### src/rtl/pr_timer_dev_pkg.sv
// ============================================================================
// pr_timer_dev_pkg : register offsets, CTRL fields and FSM encoding
// Rev 1.0
// ============================================================================
`default_nettype none

package pr_timer_dev_pkg;

  localparam logic [1:0] OFF_CTRL   = 2'd0;
  localparam logic [1:0] OFF_PRESET = 2'd1;
  localparam logic [1:0] OFF_COUNT  = 2'd2;

  localparam int CTRL_EN      = 0;
  localparam int CTRL_MODE_LO = 1;
  localparam int CTRL_MODE_HI = 2;
  localparam int CTRL_IM      = 3;

  localparam logic [1:0] MODE_ONESHOT = 2'b00;
  localparam logic [1:0] MODE_RELOAD  = 2'b01;

  typedef enum logic [1:0] {
    IDLE = 2'd0,
    CNT  = 2'd1,
    INT  = 2'd2
  } state_e;

  // Codes 10/11 are treated as one-shot.
  function automatic logic [1:0] eff_mode(input logic [3:0] ctrl);
    return (ctrl[CTRL_MODE_HI:CTRL_MODE_LO] == MODE_RELOAD) ? MODE_RELOAD : MODE_ONESHOT;
  endfunction

endpackage

`default_nettype wire

### src/rtl/pr_timer_dev.sv
// ============================================================================
// pr_timer_dev : bus-mapped programmable down-counter timer with IRQ output
// Rev 1.0
// ============================================================================
`default_nettype none

module pr_timer_dev
  import pr_timer_dev_pkg::*;
#(
  parameter logic [31:0] BASE_ADDR = 32'h0000_7F00
) (
  input  logic        clk,
  input  logic        reset,
  input  logic [31:0] PrAddr,
  input  logic [31:0] PrWD,
  input  logic        PrWE,
  output logic [31:0] PrRD,
  output logic        IRQ
);

  logic [3:0]  ctrl_q,     ctrl_d;
  logic [31:0] preset_q,   preset_d;
  logic [31:0] count_q,    count_d;
  logic        irq_pend_q, irq_pend_d;
  logic        irq_q,      irq_d;
  state_e      state_q,    state_d;

  logic        sel;
  logic [1:0]  off;
  logic        ctrl_wr;
  logic        preset_wr;
  logic        en;
  logic        reload;
  logic        hw_en_clr;
  logic        unused_addr_lsb;

  assign sel             = (PrAddr[31:4] == BASE_ADDR[31:4]);
  assign off             = PrAddr[3:2];
  assign ctrl_wr         = PrWE & sel & (off == OFF_CTRL);
  assign preset_wr       = PrWE & sel & (off == OFF_PRESET);
  assign en              = ctrl_q[CTRL_EN];
  assign reload          = (eff_mode(ctrl_q) == MODE_RELOAD);
  assign unused_addr_lsb = ^PrAddr[1:0];

  always_comb begin
    state_d    = state_q;
    count_d    = count_q;
    irq_pend_d = irq_pend_q;
    ctrl_d     = ctrl_q;
    preset_d   = preset_wr ? PrWD : preset_q;
    hw_en_clr  = 1'b0;

    // Any CTRL write acknowledges the pending interrupt; an expiry on the
    // same edge re-sets it below.
    if (ctrl_wr) begin
      irq_pend_d = 1'b0;
    end

    case (state_q)
      IDLE: begin
        if (en) begin
          count_d = preset_q;
          state_d = CNT;
        end
      end
      CNT: begin
        if (en) begin
          if (count_q > 32'd1) begin
            count_d = count_q - 32'd1;
          end else begin
            count_d    = 32'd0;
            irq_pend_d = 1'b1;
            state_d    = INT;
            hw_en_clr  = ~reload;
          end
        end
      end
      INT: begin
        if (reload && en) begin
          count_d    = preset_q;
          irq_pend_d = 1'b0;
          state_d    = CNT;
        end else begin
          state_d = IDLE;
        end
      end
      default: begin
        state_d = IDLE;
      end
    endcase

    // Software write to CTRL takes priority over the one-shot EN clear.
    if (ctrl_wr) begin
      ctrl_d = PrWD[3:0];
    end else if (hw_en_clr) begin
      ctrl_d[CTRL_EN] = 1'b0;
    end

    irq_d = irq_pend_d & ctrl_d[CTRL_IM];
  end

  always_ff @(posedge clk or negedge reset) begin
    if (!reset) begin
      ctrl_q     <= 4'd0;
      preset_q   <= 32'd0;
      count_q    <= 32'd0;
      irq_pend_q <= 1'b0;
      irq_q      <= 1'b0;
      state_q    <= IDLE;
    end else begin
      ctrl_q     <= ctrl_d;
      preset_q   <= preset_d;
      count_q    <= count_d;
      irq_pend_q <= irq_pend_d;
      irq_q      <= irq_d;
      state_q    <= state_d;
    end
  end

  always_comb begin
    PrRD = 32'd0;
    if (sel) begin
      case (off)
        OFF_CTRL:   PrRD = {28'd0, ctrl_q};
        OFF_PRESET: PrRD = preset_q;
        OFF_COUNT:  PrRD = count_q;
        default:    PrRD = 32'd0;
      endcase
    end
  end

  assign IRQ = irq_q;

endmodule

`default_nettype wire

### config.mk
export PLATFORM = sky130hd
export DESIGN_NAME = pr_timer_dev
export DESIGN_NICKNAME = d
export VERILOG_FILES = /design/src/rtl/pr_timer_dev_pkg.sv /design/src/rtl/pr_timer_dev.sv
export SDC_FILE = /design/constraint.sdc
export NUM_CORES = 1
export LEC_CHECK = 0
export CORE_UTILIZATION = 45
export DETAILED_ROUTE_END_ITERATION = 7
export GPL_TIMING_DRIVEN = 1
export PLACE_DENSITY = 0.73
export SLEW_MARGIN = 30
export SYNTH_ARGS = -nofsm -noshare
export SYNTH_HDL_FRONTEND = slang
export SYNTH_SLANG_ARGS = --single-unit
export TNS_END_PERCENT = 50
### constraint.sdc
create_clock -name clk -period 4.8 [get_ports clk]
set_input_delay 0.96 -clock clk [delete_from_list [all_inputs] [get_ports clk]]
set_output_delay 0.96 -clock clk [all_outputs]
set_load 0.01 [all_outputs]
==> results of run 1 <==
==> per-layer routing <==
layer,track usage,vias up
met3,0.0479,18
met5,0,-
met1,0.335,2031
met4,0.0847,0
li1,-,1966
met2,0.416,160
==> synth_stat cells, types with 6 or more instances <==
cell	instances	area share
dfrtp_1	72	0.41
nor2_1	55	0.047
a22oi_1	32	0.055
o21ai_0	31	0.035
mux2_2	30	0.077
nand2_1	26	0.022
clkbuf_1	23	0.020
nor4_1	19	0.027
inv_1	14	0.012
a21oi_1	13	0.015
nor3_1	10	0.011
a22o_1	9	0.018
mux2i_1	9	0.020
and3_1	8	0.011
nand4_1	7	0.0099
a221o_1	6	0.014
ha_1	6	0.017
nand3_1	6	0.0068
o21ai_1	6	0.0068
==> sequential cells by signal (all words and copies together) (netlist names) <==
name	flops
count_q	32
preset_q	32
ctrl_q	4
state_q	2
IRQ	1
irq_pend_q	1
==> worst max-delay path, cell delays in order <==
cell	delay, ns
clkdlybuf4s50_1	0.39
or4b_2	0.68
nor4_2	0.42
nand2_1	0.13
buf_4	0.23
nor2_1	0.14
clkdlybuf4s50_1	0.56
==> worst paths after layout <==
path / startpoint / slack [ns] / cells after the start / end
worst min register to register: preset_q[28] / 0.54 / 1 / preset_q[28]
worst min-delay path: preset_q[28] / 0.54 / 1 / preset_q[28]
max in group asynchronous: reset / 3.10 / 2 / preset_q[31]
worst max-delay path: PrAddr[17] / 0.33 / 7 / PrRD[21]
min in group asynchronous: reset / 0.70 / 1 / count_q[4]
worst max register to register: count_q[23] / 1.72 / 6 / count_q[9]
==> stage by stage <==
stage	cells	setup WS (ns)	power [µW]	hold WS, ns	utilization
6_report	693	0.325	1160	0.538	0.607
5_1_grt	693	0.205	1200	0.561	0.607
4_1_cts	693	0.352	1170	0.536	0.605
3_5_place_dp	678	0.350	732	0.515	0.587
3_3_place_gp	678	0.402	729	0.513	0.587
2_1_floorplan	473	1.30	654	0.484	-
==> cells by family after synthesis <==
kind of cell / count (synthesis) / share of synthesized area
and+or+nand+nor: 172 / 0.209
buffers and inverters: 47 / 0.0460
muxes: 40 / 0.0997
AOI/OAI and AO/OA: 136 / 0.219
adders and majority gates: 6 / 0.0170
DFF: 72 / 0.409
==> cell usage in the layout (no fill, tap or decap), types with 7 or more instances in the layout <==
master,n
a21oi_1,12
a22o_1,9
a22oi_1,32
and3_1,8
buf_4,11
clkbuf_8,11
clkdlybuf4s50_1,96
dfrtp_1,72
inv_1,14
mux2_2,30
mux2i_1,9
nand2_1,26
nand4_1,7
nor2_1,55
nor3_1,10
nor4_1,18
o21ai_0,31
==> power by group <==
part,total (µW),internal (µW),switching [µW]
clock,439,211,227
combinational,111,60.1,50.9
sequential,609,608,1.04
total,1160,879,279
==> area by class of cell <==
| type | count | share of cell area |
|---|---|---|
| clock buffers | 12 | 0.0273 |
| clock inverters | 3 | 0.00308 |
| flip-flops and latches | 72 | 0.317 |
| well taps | 129 | 0.0284 |
| multi-input cells | 354 | 0.427 |
| inverters | 14 | 0.00924 |
| repair buffers | 109 | 0.188 |
==> impl_metrics.tcl, run 1 <==
set metrics [dict create \
    cp_max_fo 16 \
    multi_input_area_um2 2430 \
    grt_usage 0.253 \
    die-area_um2 10200 \
    boundaryPins 100 \
    ys_types 63 \
    syn_avg_cell_area_um2 9.32 \
    grt_pass1_wl_um 20100 \
    drtIter0Drc 242 \
    hp-class "register to register" \
    via_count 4175 \
    clockBufferDepth 2 \
    crit_type "input pin to primary output" \
    grt_max_degree 38 \
    ir_worst_vdd_uv 136 \
    finalSetupViolations 0 \
    yosys_warnings 0 \
    wl_met2_um 5890 \
    antenna_found_initial 0 \
    place_area_um2 5500 \
    layout.nets 633 \
    syn_nets 546 \
    rows 35 \
    critPathCaptureType "primary output" \
    wl_per_cell_um 17.4 \
    drc 0 \
    vias_per_cell 6.02 \
    cts_setup_buffers 0 \
    grt_pass1_vias 4086 \
    setup_tns_ns 0 \
    syn_inst 473 \
    min_period_ns 4.47 \
    gp_congestion 0.885 \
    cp-start-kind "input pin" \
    skew_ns 0.00935 \
    fill_cells 831 \
    die_w_um 101 \
    firstDrtPassIters 5 \
    initial_core_util 0.470 \
    fmax_mhz 223 \
    diodes 0 \
    synth_edf_count 0 \
    ctsResizeCount 0 \
    crit_arrival_ns 3.51 \
    cap_violations 0 \
    hold_viol 0 \
    synthArstFlopShare 1.00 \
    fp.coreArea_um2 9370 \
    outcome "complete, no violations" \
    cts_sinks 72 \
    synth_area_um2 4410 \
    postCtsHoldBufs 0 \
    die_h_um 101 \
    ys_seq_area_frac 0.409 \
    htreeDepth 3 \
    p_leak_uw 0.00243 \
    layout-drive-gt1-share 0.137 \
    cts_tree "yes" \
    area_growth_syn_to_layout_pct 29.1 \
    ff_latch_area_um2 1800 \
    p_per_area_nw_per_um2 204 \
    worst_skew_pair.late_latency_ns 0.36 \
    min_period_over_period 0.932 \
    critPathRequiredTime_ns 3.84 \
    grt_overflow 0 \
    wl_met3_um 707 \
    io_buffers 97 \
    slew_viol_final 0 \
    cts.reportedPaths.clkPinSlew_ns 0.07 \
    synth_seq_cells 72 \
    routed.top_layer "met4" \
    worst_pin_slew_ns 0.928 \
    cts_root_buf "clkbuf_8" \
    synthFlopType "dfrtp_1" \
    hpwl_um 8580 \
    rsz0062_at_grt "no" \
    wirelength_met1_um 5340 \
    cts_buffers 9 \
    ant_nets 0 \
    relSlewSlack 0.376 \
    final_area_um2 5690 \
    drt_wl_total_um 12100 \
]
(Power assumes the default switching activity.)
==> inputs of run 2 (changes only) <==
Settings changed: SLEW_MARGIN 30 to 10.
==> impl_metrics.tcl, run 2 (synthesized netlist as in run 1, its figures left out) <==
set metrics [dict create \
    outcome "complete, no violations" \
    intPower_uw 1010 \
    critPathMostFrequentCell "clkdlybuf4s50_1" \
    crit_type "input pin to primary output" \
    p_per_area_nw_per_um2 226 \
    cp_max_fo 16 \
    critPathCaptureType "primary output" \
    cts_tree "yes" \
    fill_cells 832 \
    hpwl_um 8600 \
    cp-start-kind "input pin" \
    finalSetupViolations 0 \
    hold_path_end "preset_q[28]" \
    die-area_um2 10200 \
    drc 0 \
    antenna_found_initial 0 \
    fin_ws_ns 0.319 \
    critPathRequiredTime_ns 3.84 \
    power_switching_uw 286 \
    crit_slowest_cell "or4b_2" \
    relSlewSlack 0.282 \
    final_area_um2 5740 \
    layout-drive-gt1-share 0.135 \
    holdPathStages 1 \
    grt_pass1_vias 4009 \
    postCtsHoldBufs 0 \
    timing.rr.end "count_q[9]" \
    fmax_mhz 223 \
    ant_nets 0 \
    rows 35 \
    place_ws_ns 0.324 \
    cts_buffers 9 \
    area_growth_syn_to_layout_pct 30.2 \
    fin_util 0.612 \
    cts.reportedPaths.clkPinSlew_ns 0.07 \
    initial_core_util 0.470 \
    crit_arrival_ns 3.52 \
    mostFrequentLayoutCells "clkdlybuf4s50_1, dfrtp_1, nor2_1" \
    skew_ns 0.00654 \
    die_w_um 101 \
    gp_congestion 0.885 \
    cts_root_buf "clkbuf_8" \
    hold_viol 0 \
    ctsResizeCount 0 \
    cts_setup_buffers 0 \
    holdCritStartpoint "preset_q[28]" \
    grt_overflow 0 \
    io_buffers 97 \
    worst_skew_pair.late_latency_ns 0.35 \
    diodes 0 \
    r2r-start "count_q[23]" \
    via_count 4174 \
    worst_pin_slew_ns 1.08 \
    p_comb_frac 0.086 \
    rsz0062_at_grt "no" \
    p_seq_frac 0.469 \
    place_area_um2 5500 \
    min_period_ns 4.48 \
    die_h_um 101 \
    p_leak_uw 0.00246 \
    htreeDepth 3 \
    wl_per_cell_um 17.4 \
    setup_tns_ns 0 \
    crit_family "simple AND/OR/NAND/NOR gates" \
    p_clk_frac 0.445 \
    vias_per_cell 6.01 \
    firstDrtPassIters 5 \
    fp.coreArea_um2 9370 \
    slowest_delay_ns 0.68 \
    switching_share 0.220 \
    drt_wl_total_um 12100 \
    crit_buf_inv 3 \
    clockBufferDepth 2 \
    cap_violations 0 \
    layout_commonest_cell "clkdlybuf4s50_1" \
    drtIter0Drc 325 \
    path_cells "clkdlybuf4s50_1, or4b_2, nor4_2, nand2_1, buf_4, nor2_1, clkdlybuf4s50_1" \
    grt_usage 0.249 \
    layout.nets 633 \
    worst-r2r-setup-slack_ns 1.70 \
    min_period_over_period 0.933 \
    r2r_cells 6 \
    grt_pass1_wl_um 20000 \
    largestRegisters "count_q x32, preset_q x32, ctrl_q x4" \
    boundaryPins 100 \
    hp-class "register to register" \
    cts_sinks 72 \
    ir_worst_vdd_uv 163 \
    grt_max_degree 38 \
    slew_viol_final 0 \
]
run 2: cell count changes in the layout (fill, tap and decap cells not counted), sizes merged:
cell	before	now
bufinv	0	3
clkbuf	12	10
run 2: metrics by stage:
stage                     std cells  hold slack (ns)  power [µW]
final                           694            0.538        1300
after detailed placement        678            0.515         732
after global routing            694            0.565        1340
after floorplan                 473            0.484         654
after CTS                       694            0.534        1310
after global placement          678            0.513         729
run 2: worst register-to-register path: cells and delay by family (launching register included):
kind,cells,cell delay (ns)
compound gates,4,1.37
simple gates,1,0.83
buf+inv,1,0.36
flops,1,0.44
run 2: layout make-up:
class | instances | area [µm²] | share of cell area
clock buffers | 10 | 128 | 0.0223
clock inverters | 6 | 108 | 0.0188
inverters | 14 | 52.6 | 0.00916
multi-input cells | 354 | 2420 | 0.421
flip-flops and latches | 72 | 1800 | 0.314
well taps | 129 | 161 | 0.0281
repair buffers | 109 | 1070 | 0.186
run 2: power by group through the flow:
stage          logic (µW)  registers [µW]  clock network, µW
2_1_floorplan        33.7             621                  0
3_3_place_gp          109             621                  0
3_5_place_dp          111             621                  0
4_1_cts               112             609                587
5_1_grt               121             609                607
6_report              111             609                577
run 2: worst max-delay path by stage:
stage	slack [ns]	cells after the start	start	endpoint
finish	0.32	7	PrAddr[17]	PrRD[21]
global placement	0.40	7	PrAddr[17]	PrRD[8]
detailed placement	0.32	7	PrAddr[17]	PrRD[21]
global route	0.18	7	PrAddr[17]	PrRD[31]
CTS	0.33	7	PrAddr[17]	PrRD[21]
floorplan	1.30	5	PrAddr[17]	PrRD[10]
run 2: per-layer routing:
metal	wire (µm)	share of wire	up-vias	track usage
li1	-	-	1970	-
met3	685	0.057	17	0.0451
met1	5370	0.44	2038	0.339
met2	5870	0.49	149	0.409
met4	157	0.013	0	0.0669
met5	0	0	-	0
==> inputs of run 3 (changes only) <==
Settings changed: GPL_ROUTABILITY_DRIVEN set to 0.
==> results of run 3 <==
No change in the layout: final DEF, timing and power equal those of run 2.
==> RTL change 1 (settings of run 3) <==
The package constant `CTRL_MODE_HI` goes from 2 to 1.
--- a/src/rtl/pr_timer_dev_pkg.sv
+++ b/src/rtl/pr_timer_dev_pkg.sv
@@ -12,7 +12,7 @@
 
   localparam int CTRL_EN      = 0;
   localparam int CTRL_MODE_LO = 1;
-  localparam int CTRL_MODE_HI = 2;
+  localparam int CTRL_MODE_HI = 1;
   localparam int CTRL_IM      = 3;
 
   localparam logic [1:0] MODE_ONESHOT = 2'b00;
Formal check against the unedited RTL: not equivalent (Yosys sat finds a counterexample within 4 cycles, from zero or initial values and one cycle with reset low).
==> RTL change 1 against run 3 <==
Final area is 3.3% lower. Total power fell by 10%. Sequential cell count stayed put. Count of clock-buffer cells in the layout stayed put. Synthesized area decreased by 2.1%. Setup slack gained 0.20 ns. Non-clock buffer count shrank 3. Synthesized cell count decreased by 2.3%. Worst hold slack lost 0.026 ns. Routed wire length fell by 6.9%. Critical endpoint is now PrRD[25].
==> RTL change 1: results (changes against run 3) <==
Outcome
  • Status: finished clean

Worst setup path
  • Setup crit end: PrRD[25]
  • Max FO, Critical Path: 33 (+17)
  • Launch point of the worst reg-to-reg path: count_q[12]
  • Worst r2r dst: count_q[20]
  • CP max stage delay: 0.60 ns (-0.08 ns)
  • CP startpoint: PrAddr[5]
  • Critical Path AT: 3.32 ns (-0.20 ns)
  • Crit-path slowest cell: or2_2

Detailed routing
  • WL met2: 5.43 mm (-7.6%)
  • Drt initial violations: 204 (-37%)
  • M1 WL: 4.95 mm (-7.8%)
  • Max layer used: met4
  • Vias per inst: 5.91 (-1.8%)
  • Met3 WL post-DR: 730 um (+6.6%)

Pwr
  • Power Density: 210 nW/um^2 (-7.3%)
  • Comb power frac: 0.072 (-0.014)
  • Clock network fraction of total power: 0.407 (-0.038)
  • Leakage: 2.40 nW (-2.6%)
  • Maximum vdd drop: 0.129 mV (-21%)
  • Cell-internal power: 0.894 mW (-12%)

Finish
  • Cell Count, Final, Fillers Out: 677 (-2.4%)
  • Share of post-route cells with drive strength above 1: 0.124 (-0.0104)
  • Final core occ: 0.597 (-0.0148)

Global routing
  • Met2 usage: 0.405 (-0.00355)
  • All-Layer GR Usage: 0.237 (-0.0116)
  • GR Util met3: 0.0376 (-0.00747)
  • Largest net degree at the start of global routing: 45 (+18%)
  • Met1 Usage GRT: 0.305 (-0.0334)
  • Wire length of the first global-routing pass: 18.9 mm (-5.6%)
  • Vias in the first global route: 3961 (-1.2%)

Hold path
  • Hold Path End: ctrl_q[2]
  • Hold_sp: ctrl_q[2]
  • Hold WC Path Type: reg -> reg

Synth
  • Commonest cells post-synth: dfrtp_1 (72), nor2_1 (62), a22oi_1 (35), mux2_2 (35), o21ai_0 (28)
  • Number of distinct library cells after synthesis: 50 (-21%)
  • Seq/Total Area, Yosys: 0.418 (+0.00877)
  • Syn avg cell area: 9.34 um^2 (+0.23%)
  • Synth area leaders: dfrtp_1 (42%), mux2_2 (9.1%), a22oi_1 (6.1%)
  • Syn_nets: 535 (-2.0%)

Timing
  • Worst clock skew: 0.0117 ns (+0.00514 ns)
  • Minimum hold slack: 0.512 ns (-0.0255 ns)
  • Worst Tran Pin Value: 1.01 ns (-0.0710 ns)
  • F_max: 233 MHz (+4.6%)

CTS
  • Clk slew on worst S/H paths: 0.07 ns (about the same)

Placed design
  • HPWL Detailed: 7.56 mm (-12%)
  • Area after DPL: 5360 um^2 (-2.6%)
  • Placed cells: 661 (-2.5%)
  • Setup WS pre-CTS: 0.478 ns (+0.154 ns)
==> RTL change 1: changes by cell type after synthesis, moves of 5 or more <==
cell	run 3	this run
nor4_1	19	13
o2bb2ai_1	1	6
mux2_2	30	35
nor3_1	10	20
nand2_1	26	11
nand3_1	6	11
nor2_1	55	62
a22o_1	9	19
==> RTL change 1: layout make-up <==
cell class / count / area [um^2]
Fill cell: 852 / 3740
Sequential cell: 72 / 1800
Clock buffer: 10 / 128
Multi-Input combinational cell: 339 / 2300
Timing Repair Buffer: 106 / 1030
Clock inverter: 6 / 60.1
Inverter: 15 / 56.3
Tap cell: 129 / 161
==> RTL change 1: kinds of logic (layout without fill, tap and decap cells) <==
group                      Yosys count  in the layout  synth area share
buffers and inverters               51            137            0.0516
and+or+nand+nor                    158            158             0.186
adders and majority gates            6              6            0.0174
muxes                               42             42             0.108
AOI/OAI and AO/OA                  133            133             0.220
DFF                                 72             72             0.418
==> RTL change 2 (flow settings as in run 3) <==
Without the edit above. Add an input register stage for `PrWD`; this delays it by one clock. The other inputs are not delayed to match.
--- a/src/rtl/pr_timer_dev.sv
+++ b/src/rtl/pr_timer_dev.sv
@@ -17,6 +17,12 @@
   output logic [31:0] PrRD,
   output logic        IRQ
 );
+
+  logic [31:0] PrWD_q;
+
+  always_ff @(posedge clk) begin
+    PrWD_q <= PrWD;
+  end
 
   logic [3:0]  ctrl_q,     ctrl_d;
   logic [31:0] preset_q,   preset_d;
@@ -47,7 +53,7 @@
     count_d    = count_q;
     irq_pend_d = irq_pend_q;
     ctrl_d     = ctrl_q;
-    preset_d   = preset_wr ? PrWD : preset_q;
+    preset_d   = preset_wr ? PrWD_q : preset_q;
     hw_en_clr  = 1'b0;
 
     // Any CTRL write acknowledges the pending interrupt; an expiry on the
@@ -91,7 +97,7 @@
 
     // Software write to CTRL takes priority over the one-shot EN clear.
     if (ctrl_wr) begin
-      ctrl_d = PrWD[3:0];
+      ctrl_d = PrWD_q[3:0];
     end else if (hw_en_clr) begin
       ctrl_d[CTRL_EN] = 1'b0;
     end
Function: changed (Yosys sat finds a counterexample within 4 cycles, from zero or initial values and one cycle with reset low).
==> RTL change 2 against run 3 <==
Maximum frequency fell by 1.3%. Highest routed layer unchanged. Total power grew 18%. Sequential cell count grew 32. Clock skew grew 0.0049 ns. Synthesized area rose by 13%. Count of clock-buffer cells in the layout up 3. Sequential power is 46% higher. Final area is 8.9% higher. Die area grew 13%. Setup slack worse by 0.059 ns. First-iteration DRC count shrank 7.4%. Routed wire length up 7.1%.
==> RTL change 2: results (changes against run 3) <==
Global routing
  • Wire length of the first global-routing pass: 20.5 mm (+2.9%)
  • Vias in the first global route: 4330 (+8.0%)
  • All-Layer GR Usage: 0.230 (-0.0188)

Pwr
  • Maximum vdd drop: 0.136 mV (-17%)
  • Leakage: 2.61 nW (+6.2%)

Detailed routing
  • Vias per inst: 5.99 (-0.40%)
  • Drt initial violations: 301 (-7.4%)
  • Drt total wl: 12.9 mm (+7.1%)
  • Max layer used: met4
  • Avg WL per Cell: 17.9 um (+2.8%)
  • Met3 WL post-DR: 897 um (+31%)
  • WL met2: 6.13 mm (+4.4%)
  • M1 WL: 5.56 mm (+3.6%)
  • First-pass iteration count of the detailed router: 4 (-1)

Synth
  • Commonest cells post-synth: dfrtp_1 (72), nor2_1 (53), a22oi_1 (40)
  • Post-Synth Adder-Cell Area: 0.0150 (-0.00200)
  • Syn_nets: 566 (+3.7%)
  • Syn Inst Count: 493 (+4.2%)
  • Synth Area in Compound Gates: 0.201 (-0.0183)
  • Post-synth ARST share: 0.692 (-0.308)
  • Seq/Total Area, Yosys: 0.489 (+0.0802)
  • Synth area leaders: dfrtp_1 (36%), dfxtp_1 (13%), mux2_2 (7.4%)
  • Mux cell area share after synthesis: 0.0887 (-0.0110)
  • Number of distinct library cells after synthesis: 57 (-9.5%)

Timing
  • F_max: 220 MHz (-1.3%)
  • Worst clock skew: 0.0115 ns (+0.00494 ns)
  • Max-slew headroom: 0.207 (-0.0744)
  • Minimum hold slack: 0.446 ns (-0.0911 ns)

CTS
  • Worst-Skew Late Latency: 0.38 ns (+0.03 ns)
  • TritonCTS buffer count: 9 (unchanged)
  • Clk slew on worst S/H paths: 0.10 ns (+0.03 ns)
  • Clock root cell: clkbuf_8
  • Post-CTS Resized: 0 (unchanged)

Finish
  • Share of post-route cells with drive strength above 1: 0.122 (-0.0127)
  • Top flop regs: PrWD_q (32), count_q (32), preset_q (32)
  • Layout net count: 651 (+2.8%)
  • Antenna cells: 0 (unchanged)

Worst setup path
  • R2R Setup Slk: 1.63 ns (-0.07 ns)
  • Critical Path AT: 3.58 ns (+0.06 ns)
  • Max FO, Critical Path: 33 (+17)
  • Crit path max-delay family: simple AND/OR/NAND/NOR gates

Hold path
  • Hold WC Path Type: reg -> reg

Placed design
  • HPWL Detailed: 8.83 mm (+2.7%)
  • Placed cells: 707 (+4.3%)
  • # port buffers: 97 (unchanged)
  • Setup WS pre-CTS: 0.244 ns (-0.0801 ns)
  • Area after DPL: 6060 um^2 (+10%)

Outcome
  • Status: finished clean

Floorplan
  • Die Width: 107 um (+6.3%)
[RTL change 2: changes by cell type in the layout (fill, tap and decap cells not counted), sizes merged, moves of 4 or more]
cell,run 3,this run
nand3,6,12
o22ai,0,4
a22oi,32,40
o311ai,4,9
nor4,21,12
a221o,6,2
o21ai,37,23
o2bb2ai,1,8
dfxtp,0,32
a21oi,13,19
nand2,26,20
a32oi,1,6
[RTL change 2: report_power, final]
part	total (mW)	switching (mW)	internal (mW)
Clock	0.543	0.288	0.255
Sequential	0.891	0.00421	0.886
Combinational	0.0916	0.0385	0.0532
Total	1.53	0.331	1.19
[RTL change 2: cell families (layout without fill, tap and decap cells)]
family,Yosys count,in the layout
adders and majority gates,6,6
muxes,40,40
buffers and inverters,49,139
AOI/OAI and AO/OA,139,139
DFF,104,104
and+or+nand+nor,155,155
[RTL change 2: area by class of cell]
class | count | area, um^2
fillers | 982 | 4590
well taps | 140 | 175
multi-input cells | 340 | 2340
repair buffers | 107 | 1040
inverters | 16 | 60.1
flip-flops and latches | 104 | 2440
clock inverters | 3 | 42.5
clock buffers | 13 | 149
[RTL change 2: worst paths after layout]
kind,cells after the start,from,endpoint
setup / recovery,7,PrAddr[17],PrRD[11]
hold / removal,2,PrWD_q[14],preset_q[14]
setup reg to reg,5,count_q[16],count_q[9]
hold reg to reg,2,PrWD_q[14],preset_q[14]
max in group asynchronous,2,reset,count_q[27]
min in group asynchronous,1,reset,preset_q[4]
[RTL change 2: per-layer routing]
layer  up-vias  track usage
li1       2017            -
met1      2090        0.285
met2       194        0.386
met3        30       0.0327
met4         0        0.129
met5         -            0
[RTL change 2: worst min-delay path, stage by stage, from the launching register on]
cell     delay, ns
dfxtp_1       0.32
nand2_1       0.04
o21ai_0       0.06
